## src/rtl/demux1x3_reg.sv

```systemverilog
`default_nettype none
// ============================================================================
//  Module      : demux1x3_reg
//  Description : Registered 1-to-3 demultiplexer with a valid/ready handshake.
//                One input stream is steered by sel_i into one of three
//                independent one-entry output slots (a, b, c). Each slot is
//                drained by its own consumer.
//                Optional feature macro: DEMUX_SEL_ERR_EN
//                  defined   -> sel_i = 2'b11 is illegal. The word is accepted
//                               and dropped, and err_o pulses for one cycle.
//                  undefined -> sel_i = 2'b11 routes to slot c, and err_o
//                               is tied to 0.
//  Revision    : 1.0 - initial release
// ============================================================================
module demux1x3_reg #(
    parameter int DATA_WIDTH = 16,
    parameter int SEL_WIDTH  = 2
) (
    input  logic                  clk_i,
    input  logic                  rst_n_i,
    input  logic [DATA_WIDTH-1:0] data_i,
    input  logic [SEL_WIDTH-1:0]  sel_i,
    input  logic                  valid_i,
    output logic                  ready_o,
    output logic [DATA_WIDTH-1:0] a_o,
    output logic [DATA_WIDTH-1:0] b_o,
    output logic [DATA_WIDTH-1:0] c_o,
    output logic                  a_valid_o,
    output logic                  b_valid_o,
    output logic                  c_valid_o,
    input  logic                  a_ready_i,
    input  logic                  b_ready_i,
    input  logic                  c_ready_i,
    output logic                  err_o
);

    typedef enum logic {
        EMPTY = 1'b0,
        FULL  = 1'b1
    } slot_state_t;

    localparam int C_NUM_SLOTS = 3;

    slot_state_t           r_state     [C_NUM_SLOTS];
    slot_state_t           w_state_nxt [C_NUM_SLOTS];
    logic [DATA_WIDTH-1:0] r_data      [C_NUM_SLOTS];

    logic [C_NUM_SLOTS-1:0] w_tgt;       // one-hot destination slot
    logic [C_NUM_SLOTS-1:0] w_slot_rdy;  // consumer ready, per slot
    logic [C_NUM_SLOTS-1:0] w_slot_open; // slot can take a word this cycle
    logic [C_NUM_SLOTS-1:0] w_load;      // slot captures data_i this cycle
    logic                   w_accept;
    logic                   w_ready;
`ifdef DEMUX_SEL_ERR_EN
    logic                   w_illegal;
    logic                   r_err;
`endif

    assign w_slot_rdy = {c_ready_i, b_ready_i, a_ready_i};

    // Decode the select into a one-hot slot target.
`ifdef DEMUX_SEL_ERR_EN
    always_comb begin
        w_tgt     = '0;
        w_illegal = 1'b0;
        case (sel_i)
            2'b00:   w_tgt = 3'b001;
            2'b01:   w_tgt = 3'b010;
            2'b10:   w_tgt = 3'b100;
            default: w_illegal = 1'b1;
        endcase
    end
`else
    always_comb begin
        w_tgt = '0;
        case (sel_i)
            2'b00:   w_tgt = 3'b001;
            2'b01:   w_tgt = 3'b010;
            default: w_tgt = 3'b100;   // 10 and 11 both go to slot c
        endcase
    end
`endif

    // A slot can take a word if it is empty or is being drained in the same cycle.
    always_comb begin
        for (int i = 0; i < C_NUM_SLOTS; i++) begin
            w_slot_open[i] = (r_state[i] == EMPTY) || w_slot_rdy[i];
        end
    end

    // ready_o depends only on the select and the target slot, never on valid_i.
`ifdef DEMUX_SEL_ERR_EN
    assign w_ready = w_illegal || (|(w_tgt & w_slot_open));
`else
    assign w_ready = |(w_tgt & w_slot_open);
`endif

    assign ready_o  = w_ready;
    assign w_accept = valid_i && w_ready;
    assign w_load   = w_tgt & {C_NUM_SLOTS{w_accept}};

    // Per-slot next state: a load always leaves the slot FULL, otherwise a drain empties it.
    always_comb begin
        for (int i = 0; i < C_NUM_SLOTS; i++) begin
            w_state_nxt[i] = r_state[i];
            case (r_state[i])
                EMPTY: begin
                    if (w_load[i]) begin
                        w_state_nxt[i] = FULL;
                    end
                end
                FULL: begin
                    if (w_load[i]) begin
                        w_state_nxt[i] = FULL;
                    end else if (w_slot_rdy[i]) begin
                        w_state_nxt[i] = EMPTY;
                    end
                end
                default: w_state_nxt[i] = EMPTY;
            endcase
        end
    end

    // Slot state registers.
    always_ff @(posedge clk_i or negedge rst_n_i) begin
        if (!rst_n_i) begin
            for (int i = 0; i < C_NUM_SLOTS; i++) begin
                r_state[i] <= EMPTY;
            end
        end else begin
            for (int i = 0; i < C_NUM_SLOTS; i++) begin
                r_state[i] <= w_state_nxt[i];
            end
        end
    end

    // Slot data registers load only on accept. They keep stale data while EMPTY.
    always_ff @(posedge clk_i or negedge rst_n_i) begin
        if (!rst_n_i) begin
            for (int i = 0; i < C_NUM_SLOTS; i++) begin
                r_data[i] <= '0;
            end
        end else begin
            for (int i = 0; i < C_NUM_SLOTS; i++) begin
                if (w_load[i]) begin
                    r_data[i] <= data_i;
                end
            end
        end
    end

`ifdef DEMUX_SEL_ERR_EN
    // Error flag is high for the cycle after each accepted illegal select.
    always_ff @(posedge clk_i or negedge rst_n_i) begin
        if (!rst_n_i) begin
            r_err <= 1'b0;
        end else begin
            r_err <= w_accept && w_illegal;
        end
    end

    assign err_o = r_err;
`else
    assign err_o = 1'b0;
`endif

    assign a_o       = r_data[0];
    assign b_o       = r_data[1];
    assign c_o       = r_data[2];
    assign a_valid_o = (r_state[0] == FULL);
    assign b_valid_o = (r_state[1] == FULL);
    assign c_valid_o = (r_state[2] == FULL);

endmodule
`default_nettype wire

```

## config.mk

```make
export PLATFORM = sky130hd
export DESIGN_NAME = demux1x3_reg
export DESIGN_NICKNAME = d
export VERILOG_FILES = /design/src/rtl/demux1x3_reg.sv
export SDC_FILE = /design/constraint.sdc
export NUM_CORES = 1
export LEC_CHECK = 0
export ABC_AREA = 1
export BUFFER_PORTS_ARGS = -buffer_cell sky130_fd_sc_hd__buf_2
export CAP_MARGIN = 10
export CORE_MARGIN = 2
export CORE_UTILIZATION = 44
export DETAILED_ROUTE_END_ITERATION = 6
export PLACE_DENSITY = 0.73
export SKIP_CTS_REPAIR_TIMING = 1
export SLEW_MARGIN = 25
export SYNTH_ARGS = -nofsm -noshare
export SYNTH_HDL_FRONTEND = slang
export SYNTH_SLANG_ARGS = --single-unit
```

## constraint.sdc

```tcl
create_clock -name clk_i -period 1 [get_ports clk_i]
set_input_delay 0.1 -clock clk_i [delete_from_list [all_inputs] [get_ports clk_i]]
set_output_delay 0.1 -clock clk_i [all_outputs]
set_load 0.02 [all_outputs]
```

=== Word-level counts from Yosys, hierarchy flattened ===
Cells that the tools add are included.

* Word-level logic and storage cells: 31
* Output and inout port bits: 53
* Flip-flop bits (word level): 51

* Equal/unequal tests: 1
* Bitwise operators: 5
* Reductions and logical operators: 6
* Muxes and demuxes: 13

{| class="wikitable"
|+ Operators with widths
! cell !! number
|-
| 2-to-1 mux 1 bit || 9
|-
| AND 3 bit || 2
|-
| one-hot mux 1 bit (2 select lines) || 3
|-
| one-hot mux 3 bit (2 select lines) || 1
|-
| logical OR 1 bit || 3
|-
| NOT 1 bit || 3
|-
| OR reduction 3 bit || 1
|-
| equality test 2 x 1 -> 1 bit, second input constant || 1
|-
| zero test 2 bit || 1
|-
| logical AND 1 bit || 1
|}

=== Depth between registers and ports, before layout ===
Gate-level depths: netlist (run 1).

* Depth after elaboration: 8
* Depth in mapped cells: 8
* Depth with buffers taken out: 7

=== Worst setup path after synthesis (run 1) ===
OpenSTA, ideal clock, no wires.

* Kind: register to register
* From: reg r_state (netlist bit b_valid_o)
* To: reg r_data (netlist bit c_o[10])
* Arrival: 1.169 ns
* Period minus slack after synthesis: 1.286 ns
* Stages on the path, launching flop included: 8
* Setup slack: -0.286 ns
* Cell sequence: dfrtp_1 nand2_1 nand2_4 nand3_4 buf_6 buf_6 nand4_1 nand2_1

* Word-level cells in the longest chain between the ends: 6

{| class="wikitable"
|+ RTL lines
! element !! RTL line !! text
|-
| from (decl) || 44 || <nowiki>slot_state_t r_state [C_NUM_SLOTS];</nowiki>
|-
| from (signal, indexed assignment) || 132 || <nowiki>r_state[i] <= w_state_nxt[i];</nowiki>
|-
| NOT 1 bit || n/a ||
|-
| logical OR 1 bit || 87 || <nowiki>w_slot_open[i] = (r_state[i] == EMPTY) || w_slot_rdy[i];</nowiki>
|-
| AND 3 bit || 95 || <nowiki>assign w_ready = |(w_tgt & w_slot_open);</nowiki>
|-
| OR reduction 3 bit || 95 ||
|-
| logical AND 1 bit || 99 || <nowiki>assign w_accept = valid_i && w_ready;</nowiki>
|-
| AND 3 bit || 100 || <nowiki>assign w_load = w_tgt & {C_NUM_SLOTS{w_accept}};</nowiki>
|-
| to (signal, indexed assignment) || 146 || <nowiki>r_data[i] <= data_i;</nowiki>
|-
| to (decl) || 46 || <nowiki>logic [DATA_WIDTH-1:0] r_data [C_NUM_SLOTS];</nowiki>
|}

No other way between the ends.
A chain may end at the register's enable or synchronous reset.

=== Final worst setup path (run 1) ===
* From: reg r_state (netlist bit b_valid_o)
* To: out ready_o

* Word-level cells in the longest chain between the ends: 4

{| class="wikitable"
|+ RTL lines
! element !! RTL line !! text
|-
| NOT 1 bit || n/a ||
|-
| logical OR 1 bit || 87 ||
|-
| AND 3 bit || 95 ||
|-
| OR reduction 3 bit || 95 ||
|-
| to (decl) || 24 || <nowiki>output logic ready_o,</nowiki>
|}

No other way between the ends.

==> impl_metrics.sql, run 1 <==
INSERT INTO impl_metrics (metric_group, metric, value, unit) VALUES
('cells_and_area', 'drive_gt1_frac', '0.377', ''),
('sta', 'timing.final.setup_violations', '53', ''),
('pwr', 'netSwitchingFraction', '0.350', ''),
('floorplanning', 'initial_utilization', '0.461', ''),
('sta', 'period_share', '1.30', ''),
('sta', 'post-route-worst-setup-slack', '-0.301', 'ns'),
('pwr', 'relative_contribution_of_the_clock_network_to_total_power', '0.251', ''),
('placed_design', 'place.detailed.instances', '366', ''),
('sta', 'timing.setup.tns', '-12.53', 'ns'),
('floorplanning', 'die_w', '74.8', 'um'),
('worst_hold_path', 'min_path_type', 'in2reg', ''),
('cells_and_area', 'stdcell_area', '3000', 'um2'),
('global_routing', 'grt_start_max_net_pins', '52', ''),
('drt', 'totalWireLength', '6210', 'um'),
('sta', 'final-max-slew-violation-count', '0', ''),
('yosys', 'synthesis.instances', '234', ''),
('drt', 'postRouteAntennaNets', '0', ''),
('cells_and_area', 'fin_cells', '388', ''),
('setup_path', 'worstSetupPathType', 'reg2out', ''),
('drt', 'viasPerCell', '5.35', ''),
('drt', 'highest_metal_used', 'met4', ''),
('setup_path', 'setup.worst_path.start_class', 'register', ''),
('pwr', 'comb_power_share', '0.305', ''),
('drt', 'routed-via-count', '2076', ''),
('clocking', 'root_buffer', 'sky130_fd_sc_hd__clkbuf_8', ''),
('clocking', 'cts_max_path_buffers', '2', ''),
('sta', 'maximum_operating_frequency', '769', 'MHz'),
('floorplanning', 'dieHeight', '74.8', 'um'),
('setup_path', 'cp.buffers_inverters', '2', ''),
('placed_design', 'place_hpwl', '3680', 'um'),
('pwr', 'worst_supply_voltage_drop_on_vdd', '1.12', 'mV'),
('setup_path', 'crit_path_end_kind', 'primary output', ''),
('pwr', 'total_power', '6.04', 'mW'),
('global_routing', 'grt_first_pass_wirelength', '8750', 'um'),
('drt', 'routed-wl-met2', '2950', 'um'),
('cells_and_area', 'area_delta_synth_final', '35.8', '%'),
('yosys', 'postSynthAreaPerCell', '9.44', 'um2'),
('pwr', 'power_density_cells', '2020', 'nW/um2'),
('placed_design', 'gp_congestion', '0.804', ''),
('pwr', 'p_switching', '2.12', 'mW'),
('drt', 'detail_route.wirelength.met1', '2730', 'um'),
('clocking', 'clock_tree.htree_level_count', '2', ''),
('setup_path', 'critical_path.top_delay_family', 'flip-flops', ''),
('floorplanning', 'die-area', '5600', 'um2'),
('setup_path', 'critical_path.slowest_cell', 'sky130_fd_sc_hd__dfrtp_2', ''),
('drt', 'drc_violation_count_after_routing', '0', ''),
('floorplanning', 'top_level_ports', '77', ''),
('setup_path', 'path_cells', 'nand2_4, nand2_4, nand3_4, buf_12, buf_8', ''),
('cells_and_area', 'layout_common_cells', 'sky130_fd_sc_hd__nand2_1 (98), sky130_fd_sc_hd__buf_2 (70), sky130_fd_sc_hd__nand4_1 (48), sky130_fd_sc_hd__dfrtp_1 (48), sky130_fd_sc_hd__buf_4 (13)', ''),
('placed_design', 'placed_cell_area', '2670', 'um2'),
('placed_design', 'io_buffers', '75', ''),
('global_routing', 'grt.total_usage', '0.205', ''),
('clocking', 'clk_pin_slew_worst_paths', '0.10', 'ns'),
('yosys', 'synth_fp_nets', '258', ''),
('clocking', 'clk_latency', '0.30', 'ns'),
('sta', 'rsz_0062_raised_after_global_routing', 'yes', ''),
('outcome', 'outcome', 'finished with violations', ''),
('drt', 'detailedRoute.firstPassIterationCount', '4', ''),
('setup_path', 'cp_data_required_time', '0.90', 'ns'),
('pwr', 'p_int', '3.93', 'mW'),
('sta', 'hold_viol_final', '0', ''),
('sta', 'fin_skew', '0.00498', 'ns'),
('yosys', 'ys_seq_elements', '51', ''),
('drt', 'drt-initial-drc-count', '209', ''),
('clocking', 'numClockSinks', '51', ''),
('drt', 'detail_route.wl_per_cell', '16.0', 'um'),
('sta', 'timing.final.crit_period', '1.30', 'ns'),
('outcome', 'violations', 'negative setup slack', ''),
('clocking', 'tritoncts', 'done', ''),
('cells_and_area', 'mostFrequentLayoutCell', 'sky130_fd_sc_hd__nand2_1', ''),
('drt', 'routed-wl-met3', '455', 'um');
==> registers in the layout, indices dropped and copies added (netlist names) <==
signal     flops
b_o           16
a_o           16
c_o           16
a_valid_o      1
c_valid_o      1
b_valid_o      1
==> worst reg2reg max path: cells and delay by family, from the launching register on <==
kind                   cells  cell delay (ns)
and+or+nand+nor            6             0.61
DFF                        1             0.43
buffers and inverters      1             0.14
==> cells in the mapped netlist, drive strengths merged <==
| master | number | share of area |
|---|---|---|
| nand2 | 105 | 0.18 |
| dfrtp | 51 | 0.58 |
| nand4 | 48 | 0.14 |
| buf | 16 | 0.045 |
| inv | 4 | 0.0068 |
| nand3 | 4 | 0.032 |
| clkbuf | 3 | 0.0051 |
| nor2 | 2 | 0.014 |
| conb | 1 | 0.0017 |
==> final cells by class <==
| cell class | instances | area, um2 |
|---|---|---|
| Clock buffer | 6 | 82.6 |
| Clock inverter | 2 | 35.0 |
| Fill cell | 409 | 1790 |
| Inverter | 4 | 15.0 |
| Multi-Input combinational cell | 163 | 872 |
| Sequential cell | 51 | 1280 |
| Tap cell | 67 | 83.8 |
| Timing Repair Buffer | 95 | 629 |
==> cell families after synthesis <==
group / Yosys count / share of synthesized area
simple gates: 159 / 0.364
buf+inv: 23 / 0.0567
flops: 51 / 0.578
other cells: 1 / 0.00170
==> worst paths after layout <==
check                           from   endpoint  slack [ns]  cells past startpoint
max in group asynchronous    rst_n_i  c_valid_o        0.44                      3
hold reg to reg               a_o[7]     a_o[7]        0.47                      2
setup / recovery           b_valid_o    ready_o       -0.30                      5
setup reg to reg           b_valid_o    a_o[13]       -0.30                      7
min in group asynchronous    rst_n_i    c_o[13]        0.31                      3
hold / removal             a_ready_i  a_valid_o        0.06                      4
==> power groups by stage <==
| stage | Clock, mW | Sequential [mW] | Combinational (mW) |
|---|---|---|---|
| 2_1_floorplan | 0 | 3.19 | 0.531 |
| 3_3_place_gp | 0 | 2.72 | 1.64 |
| 3_5_place_dp | 0 | 2.71 | 1.67 |
| 4_1_cts | 1.52 | 2.68 | 1.68 |
| 5_1_grt | 1.59 | 2.73 | 2.01 |
| 6_report | 1.52 | 2.68 | 1.84 |
==> routing by layer <==
metal  vias up  global-route usage
met5         -                   0
met2       106               0.287
met4         0              0.0615
met1       995               0.325
li1        966                   -
met3         9              0.0361
Power figures use the tool's default switching activity.
==> run 2: changes to the inputs <==
--- a/config.mk
+++ b/config.mk
@@ -9,9 +9,9 @@
 export BUFFER_PORTS_ARGS = -buffer_cell sky130_fd_sc_hd__buf_2
 export CAP_MARGIN = 10
 export CORE_MARGIN = 2
-export CORE_UTILIZATION = 44
+export CORE_UTILIZATION = 45
 export DETAILED_ROUTE_END_ITERATION = 6
-export PLACE_DENSITY = 0.73
+export PLACE_DENSITY = 0.71
 export SKIP_CTS_REPAIR_TIMING = 1
 export SLEW_MARGIN = 25
 export SYNTH_ARGS = -nofsm -noshare
==> constraint.sdc (replaced) <==
create_clock -name clk_i -period 1.65 [get_ports clk_i]
set_input_delay 0.165 -clock clk_i [delete_from_list [all_inputs] [get_ports clk_i]]
set_output_delay 0.165 -clock clk_i [all_outputs]
set_load 0.02 [all_outputs]
==> run 2 against run 1 <==
  * The flow now finishes without violations
  * Total power fell by 42%
  * Wire length fell by 16%
  * Cell count fell by 3.9%
  * Largest cell class unchanged
  * Highest routed layer unchanged
==> impl_metrics.sql, run 2 (synthesis results as in run 1) <==
INSERT INTO impl_metrics (metric_group, metric, value, unit) VALUES
('drt', 'postRouteAntennaNets', '0', ''),
('clocking', 'tritoncts', 'done', ''),
('cells_and_area', 'postLayoutCoreUtil', '0.588', ''),
('floorplanning', 'fp-row-count', '25', ''),
('drt', 'viasPerCell', '5.11', ''),
('pwr', 'worst_supply_voltage_drop_on_vdd', '0.736', 'mV'),
('placed_design', 'gp_congestion', '0.806', ''),
('sta', 'max_slew_margin', '0.622', ''),
('clocking', 'clk_pin_slew_worst_paths', '0.09', 'ns'),
('global_routing', 'grt_first_pass_wirelength', '8350', 'um'),
('cells_and_area', 'area_delta_synth_final', '25.7', '%'),
('drt', 'detail_route.wl_per_cell', '14.0', 'um'),
('placed_design', 'place_hpwl', '3820', 'um'),
('sta', 'hold_viol_final', '0', ''),
('cells_and_area', 'mostFrequentLayoutCell', 'sky130_fd_sc_hd__nand2_1', ''),
('floorplanning', 'floorplan.core_area', '4720', 'um2'),
('setup_path', 'crit_path_start', 'a_valid_o', ''),
('global_routing', 'grt.total_usage', '0.197', ''),
('setup_path', 'depth_of_the_most_critical_reg_to_reg_path', '6', ''),
('sta', 'fin_skew', '0.00788', 'ns'),
('floorplanning', 'top_level_ports', '77', ''),
('clocking', 'root_buffer', 'sky130_fd_sc_hd__clkbuf_8', ''),
('floorplanning', 'die_w', '74.1', 'um'),
('setup_path', 'crit-reg2reg-launch', 'a_valid_o', ''),
('setup_path', 'critical_path.reg2reg.endpoint', 'a_o[10]', ''),
('clocking', 'tritoncts.num_buffers', '5', ''),
('placed_design', 'dpl_worst_slack', '0.260', 'ns'),
('global_routing', 'number_of_antenna_violations_at_the_first_check_in_global_routing', '0', ''),
('drt', 'drc_violation_count_after_routing', '0', ''),
('pwr', 'total_power', '3.49', 'mW'),
('cells_and_area', 'drive_gt1_frac', '0.317', ''),
('sta', 'holdWs', '0.131', 'ns'),
('pwr', 'total_leakage_power', '1.56', 'nW'),
('sta', 'period_share', '0.940', ''),
('pwr', 'power_density_cells', '1260', 'nW/um2'),
('sta', 'rsz_0062_raised_after_global_routing', 'no', ''),
('clocking', 'clk_latency', '0.29', 'ns'),
('floorplanning', 'die-area', '5480', 'um2'),
('floorplanning', 'initial_utilization', '0.468', ''),
('global_routing', 'globalRouteOverflowTotal', '0', ''),
('worst_hold_path', 'min_path_type', 'in2reg', ''),
('outcome', 'outcome', 'completed', ''),
('global_routing', 'grt_start_max_net_pins', '30', ''),
('setup_path', 'worstSetupPathType', 'reg2out', ''),
('setup_path', 'cp-endpoint', 'ready_o', ''),
('drt', 'drt-initial-drc-count', '164', ''),
('setup_path', 'cp_data_required_time', '1.48', 'ns'),
('setup_path', 'regToRegSetupSlack', '0.34', 'ns'),
('sta', 'maximum_operating_frequency', '645', 'MHz'),
('drt', 'routed-via-count', '1907', ''),
('sta', 'timing.final.crit_period', '1.55', 'ns'),
('clocking', 'numClockSinks', '51', ''),
('drt', 'totalWireLength', '5240', 'um'),
('clocking', 'cts_max_path_buffers', '2', ''),
('placed_design', 'io_buffers', '75', ''),
('global_routing', 'vias_in_the_first_global_route', '1712', ''),
('cells_and_area', 'layout_common_cells', 'sky130_fd_sc_hd__nand2_1 (104), sky130_fd_sc_hd__buf_2 (75), sky130_fd_sc_hd__dfrtp_1 (51)', ''),
('setup_path', 'critical_path.max_fanout', '25', ''),
('cells_and_area', 'num_antenna_cells', '0', ''),
('setup_path', 'crit_path_end_kind', 'primary output', ''),
('sta', 'max_slew.worst_pin.slew', '0.567', 'ns'),
('setup_path', 'setup.worst_path.start_class', 'register', ''),
('floorplanning', 'dieHeight', '74.1', 'um'),
('sta', 'final-max-slew-violation-count', '0', ''),
('cells_and_area', 'fin_nets', '329', ''),
('drt', 'detailedRoute.firstPassIterationCount', '4', ''),
('job', 'timing.max_cap.violations', '0', ''),
('sta', 'timing.final.setup_violations', '0', ''),
('sta', 'post-route-worst-setup-slack', '0.0994', 'ns'),
('clocking', 'clock_tree.htree_level_count', '2', ''),
('setup_path', 'cp.arrival', '1.39', 'ns');
run 2: how the worst min path moves through the flow:
stage,start,endpoint,slack [ns],cells after the start
final,c_ready_i,c_valid_o,0.13,4
after global routing,data_i[4],c_o[4],0.15,3
after CTS,rst_n_i,b_o[7],-0.15,1
after detailed placement,rst_n_i,c_o[13],0.17,1
after global placement,rst_n_i,c_o[10],0.17,1
after floorplan,rst_n_i,a_o[0],-0.13,0
run 2: worst max-delay path, cell delays in order (launching register included):
cell                      delay, ns
sky130_fd_sc_hd__dfrtp_1       0.38
sky130_fd_sc_hd__nand2_1       0.09
sky130_fd_sc_hd__nand2_1       0.09
sky130_fd_sc_hd__nand3_4       0.17
sky130_fd_sc_hd__buf_12        0.18
sky130_fd_sc_hd__buf_2         0.17
run 2: per-layer routing:
| metal | track usage | share of wire | vias up |
|---|---|---|---|
| li1 | - | - | 928 |
| met1 | 0.272 | 0.42 | 896 |
| met2 | 0.324 | 0.50 | 81 |
| met3 | 0.0501 | 0.078 | 2 |
| met4 | 0.0303 | 0.0040 | 0 |
| met5 | 0 | 0 | - |
run 2: power by group:
group / total (mW) / switching, mW / leakage, nW / internal [mW]
sequential: 1.61 / 0.120 / 0.636 / 1.49
combinational: 0.993 / 0.671 / 0.859 / 0.322
clock: 0.886 / 0.395 / 0.0612 / 0.491
run 2: layout make-up:
type                       count  area, um2
multi-input combinational    160        807
inverter                       4       15.0
sequential                    51       1280
clock inverter                 2       35.0
fill                         454       1950
tap                           67       83.8
timing repair buffer          83        475
clock buffer                   6       82.6
run 2: metrics by stage:
stage	std cells	cell area, um2	TNS [ns]
2_1_floorplan	234	2210	0
3_3_place_gp	364	2640	0
3_5_place_dp	364	2640	0
4_1_cts	372	2750	-0.0298
5_1_grt	373	2780	0
6_report	373	2780	0
==> run 3: changes to the inputs <==
--- a/config.mk
+++ b/config.mk
@@ -11,7 +11,7 @@
 export CORE_MARGIN = 2
 export CORE_UTILIZATION = 45
 export DETAILED_ROUTE_END_ITERATION = 6
-export PLACE_DENSITY = 0.71
+export PLACE_DENSITY = 0.77
 export SKIP_CTS_REPAIR_TIMING = 1
 export SLEW_MARGIN = 25
 export SYNTH_ARGS = -nofsm -noshare
==> constraint.sdc (replaced) <==
create_clock -name clk_i -period 1.65 [get_ports clk_i]
set_input_delay 0.165 -clock clk_i [delete_from_list [all_inputs] [get_ports clk_i]]
set_output_delay 0.165 -clock clk_i [all_outputs]
set_load 0.1 [all_outputs]
==> run 3 against run 2 <==
  * Non-clock buffer count grew 2
  * Clock power is 23% lower
  * Critical endpoint unchanged
  * Cell count is 0.54% higher
  * Critical path type unchanged
==> impl_metrics.sql, run 3 (synthesis results as in run 1) <==
INSERT INTO impl_metrics (metric_group, metric, value, unit) VALUES
('global_routing', 'number_of_antenna_violations_at_the_first_check_in_global_routing', '0', ''),
('cells_and_area', 'layout_common_cells', 'sky130_fd_sc_hd__nand2_1 (104), sky130_fd_sc_hd__buf_2 (74), sky130_fd_sc_hd__nand4_1 (48), sky130_fd_sc_hd__dfrtp_1 (48), sky130_fd_sc_hd__buf_4 (6)', ''),
('clocking', 'numClockSinks', '51', ''),
('pwr', 'power_density_cells', '1740', 'nW/um2'),
('floorplanning', 'die-area', '5480', 'um2'),
('global_routing', 'grt_start_max_net_pins', '30', ''),
('drt', 'detailedRoute.firstPassIterationCount', '4', ''),
('clocking', 'cts_max_path_buffers', '2', ''),
('worst_hold_path', 'min-delay-start', 'c_ready_i', ''),
('setup_path', 'worstSetupPathType', 'reg2out', ''),
('setup_path', 'crit-reg2reg-launch', 'b_valid_o', ''),
('cells_and_area', 'mostFrequentLayoutCell', 'sky130_fd_sc_hd__nand2_1', ''),
('sta', 'timing.final.crit_period', '1.52', 'ns'),
('setup_path', 'setup.worst_path.start_class', 'register', ''),
('floorplanning', 'initial_utilization', '0.468', ''),
('sta', 'rsz_0062_raised_after_global_routing', 'no', ''),
('clocking', 'tritoncts', 'done', ''),
('setup_path', 'cp.arrival', '1.36', 'ns'),
('cells_and_area', 'sequential_cell_area', '1280', 'um2'),
('sta', 'maximum_operating_frequency', '657', 'MHz'),
('clocking', 'tritoncts.num_buffers', '5', ''),
('cells_and_area', 'num_antenna_cells', '0', ''),
('setup_path', 'critical_path.slowest_cell', 'sky130_fd_sc_hd__dfrtp_2', ''),
('pwr', 'p_int', '2.12', 'mW'),
('worst_hold_path', 'min_to', 'c_valid_o', ''),
('global_routing', 'grt.total_usage', '0.200', ''),
('cells_and_area', 'drive_gt1_frac', '0.328', ''),
('cells_and_area', 'fin_nets', '331', ''),
('clocking', 'clk_pin_slew_worst_paths', '0.09', 'ns'),
('drt', 'routed-via-count', '1888', ''),
('sta', 'max_slew_margin', '0.587', ''),
('cells_and_area', 'area_delta_synth_final', '25.7', '%'),
('floorplanning', 'floorplan.core_area', '4720', 'um2'),
('setup_path', 'critical_path.reg2reg.endpoint', 'b_o[9]', ''),
('floorplanning', 'dieHeight', '74.1', 'um'),
('placed_design', 'io_buffers', '75', ''),
('setup_path', 'crit_path_frequent_cell', 'sky130_fd_sc_hd__buf_12', ''),
('sta', 'hold_viol_final', '0', ''),
('drt', 'detail_route.wl_per_cell', '14.1', 'um'),
('setup_path', 'crit_path_end_kind', 'primary output', ''),
('drt', 'drc_violation_count_after_routing', '0', ''),
('worst_hold_path', 'min_path_type', 'in2reg', ''),
('setup_path', 'critical_path.max_stage_delay', '0.41', 'ns'),
('drt', 'drt-initial-drc-count', '158', ''),
('floorplanning', 'top_level_ports', '77', ''),
('setup_path', 'critical_path.max_fanout', '21', ''),
('sta', 'max_slew.worst_pin.slew', '0.619', 'ns'),
('cells_and_area', 'n_fill_cell', '435', ''),
('pwr', 'total_leakage_power', '1.55', 'nW'),
('setup_path', 'depth_of_the_most_critical_reg_to_reg_path', '7', ''),
('global_routing', 'vias_in_the_first_global_route', '1770', ''),
('setup_path', 'cp_data_required_time', '1.48', 'ns'),
('global_routing', 'globalRouteOverflowTotal', '0', ''),
('placed_design', 'place_hpwl', '3920', 'um'),
('placed_design', 'gp_congestion', '0.843', ''),
('cells_and_area', 'stdcell_area', '2780', 'um2'),
('job', 'timing.max_cap.violations', '0', ''),
('pwr', 'p_switching', '2.71', 'mW'),
('setup_path', 'path_cells', 'nand2_1, nand2_4, nand3_4, buf_12, buf_12', ''),
('sta', 'period_share', '0.923', ''),
('sta', 'fin_skew', '0.0105', 'ns'),
('worst_hold_path', 'min_delay_path_depth', '4', ''),
('setup_path', 'regToRegSetupSlack', '0.24', 'ns'),
('pwr', 'relative_contribution_of_the_clock_network_to_total_power', '0.142', ''),
('pwr', 'netSwitchingFraction', '0.561', ''),
('floorplanning', 'die_w', '74.1', 'um'),
('pwr', 'worst_supply_voltage_drop_on_vdd', '1.13', 'mV'),
('sta', 'final-max-slew-violation-count', '0', ''),
('pwr', 'comb_power_share', '0.523', ''),
('outcome', 'outcome', 'completed', ''),
('global_routing', 'grt_first_pass_wirelength', '8270', 'um'),
('clocking', 'root_buffer', 'sky130_fd_sc_hd__clkbuf_8', ''),
('clocking', 'clock_tree.htree_level_count', '2', ''),
('drt', 'viasPerCell', '5.03', ''),
('pwr', 'sequentialPowerShare', '0.335', ''),
('setup_path', 'critical_path.top_delay_family', 'flip-flops', ''),
('cells_and_area', 'multiInputGateArea', '807', 'um2'),
('sta', 'timing.final.setup_violations', '0', ''),
('clocking', 'clk_latency', '0.30', 'ns'),
('drt', 'totalWireLength', '5300', 'um'),
('drt', 'postRouteAntennaNets', '0', ''),
('pwr', 'total_power', '4.83', 'mW'),
('placed_design', 'placed_cell_area', '2670', 'um2'),
('setup_path', 'cp.buffers_inverters', '2', ''),
('floorplanning', 'fp-row-count', '25', '');
[run 3: cell type report]
type	instances	share of cell area
flip-flops and latches	51	0.461
inverters	4	0.00541
clock inverters	2	0.00451
repair buffers	85	0.182
clock buffers	6	0.0261
multi-input cells	160	0.291
well taps	67	0.0302
[run 3: per-stage QoR]
step                utilization  cells  hold slack (ns)  setup TNS, ns  worst slack, ns
floorplan                     -    234           -0.131              0           0.0159
global placement          0.565    364            0.173              0            0.285
detailed placement        0.565    364            0.174              0            0.262
CTS                       0.583    372           -0.151        -0.0256          -0.0256
global route              0.588    375            0.140              0           0.0688
finish                    0.588    375            0.121              0            0.127
[run 3: routing by layer]
| layer | vias to the layer above | share of wire | GRT usage |
|---|---|---|---|
| met5 | - | 0 | 0 |
| li1 | 932 | - | - |
| met1 | 882 | 0.40 | 0.255 |
| met2 | 72 | 0.52 | 0.344 |
| met3 | 2 | 0.074 | 0.0515 |
| met4 | 0 | 0.0038 | 0.0485 |
[run 3: how the worst max path moves through the flow]
| stage | from | to | cells past startpoint |
|---|---|---|---|
| 2_1_floorplan | b_valid_o | b_o[0] | 6 |
| 3_5_place_dp | sel_i[1] | ready_o | 6 |
| 4_1_cts | b_valid_o | ready_o | 5 |
| 6_report | b_valid_o | ready_o | 5 |
| 3_3_place_gp | sel_i[1] | ready_o | 6 |
| 5_1_grt | b_valid_o | ready_o | 5 |
[run 3: power groups by stage]
| stage | logic [mW] | clock network (mW) | registers (mW) |
|---|---|---|---|
| final | 2.53 | 0.683 | 1.62 |
| after global routing | 2.63 | 0.758 | 1.64 |
| after CTS | 2.53 | 0.703 | 1.62 |
| after detailed placement | 2.53 | 0 | 1.64 |
| after global placement | 2.51 | 0 | 1.64 |
| after floorplan | 0.335 | 0 | 3.40 |
[run 3: worst reg2reg max path, stage by stage (launching register included)]
cell and delay, ns:
sky130_fd_sc_hd__dfrtp_2 0.41, sky130_fd_sc_hd__nand2_1 0.14, sky130_fd_sc_hd__nand2_4 0.07, sky130_fd_sc_hd__nand3_4 0.10, sky130_fd_sc_hd__buf_4 0.18, sky130_fd_sc_hd__nand3_4 0.20
sky130_fd_sc_hd__nand2_1 0.13, sky130_fd_sc_hd__nand2_1 0.06
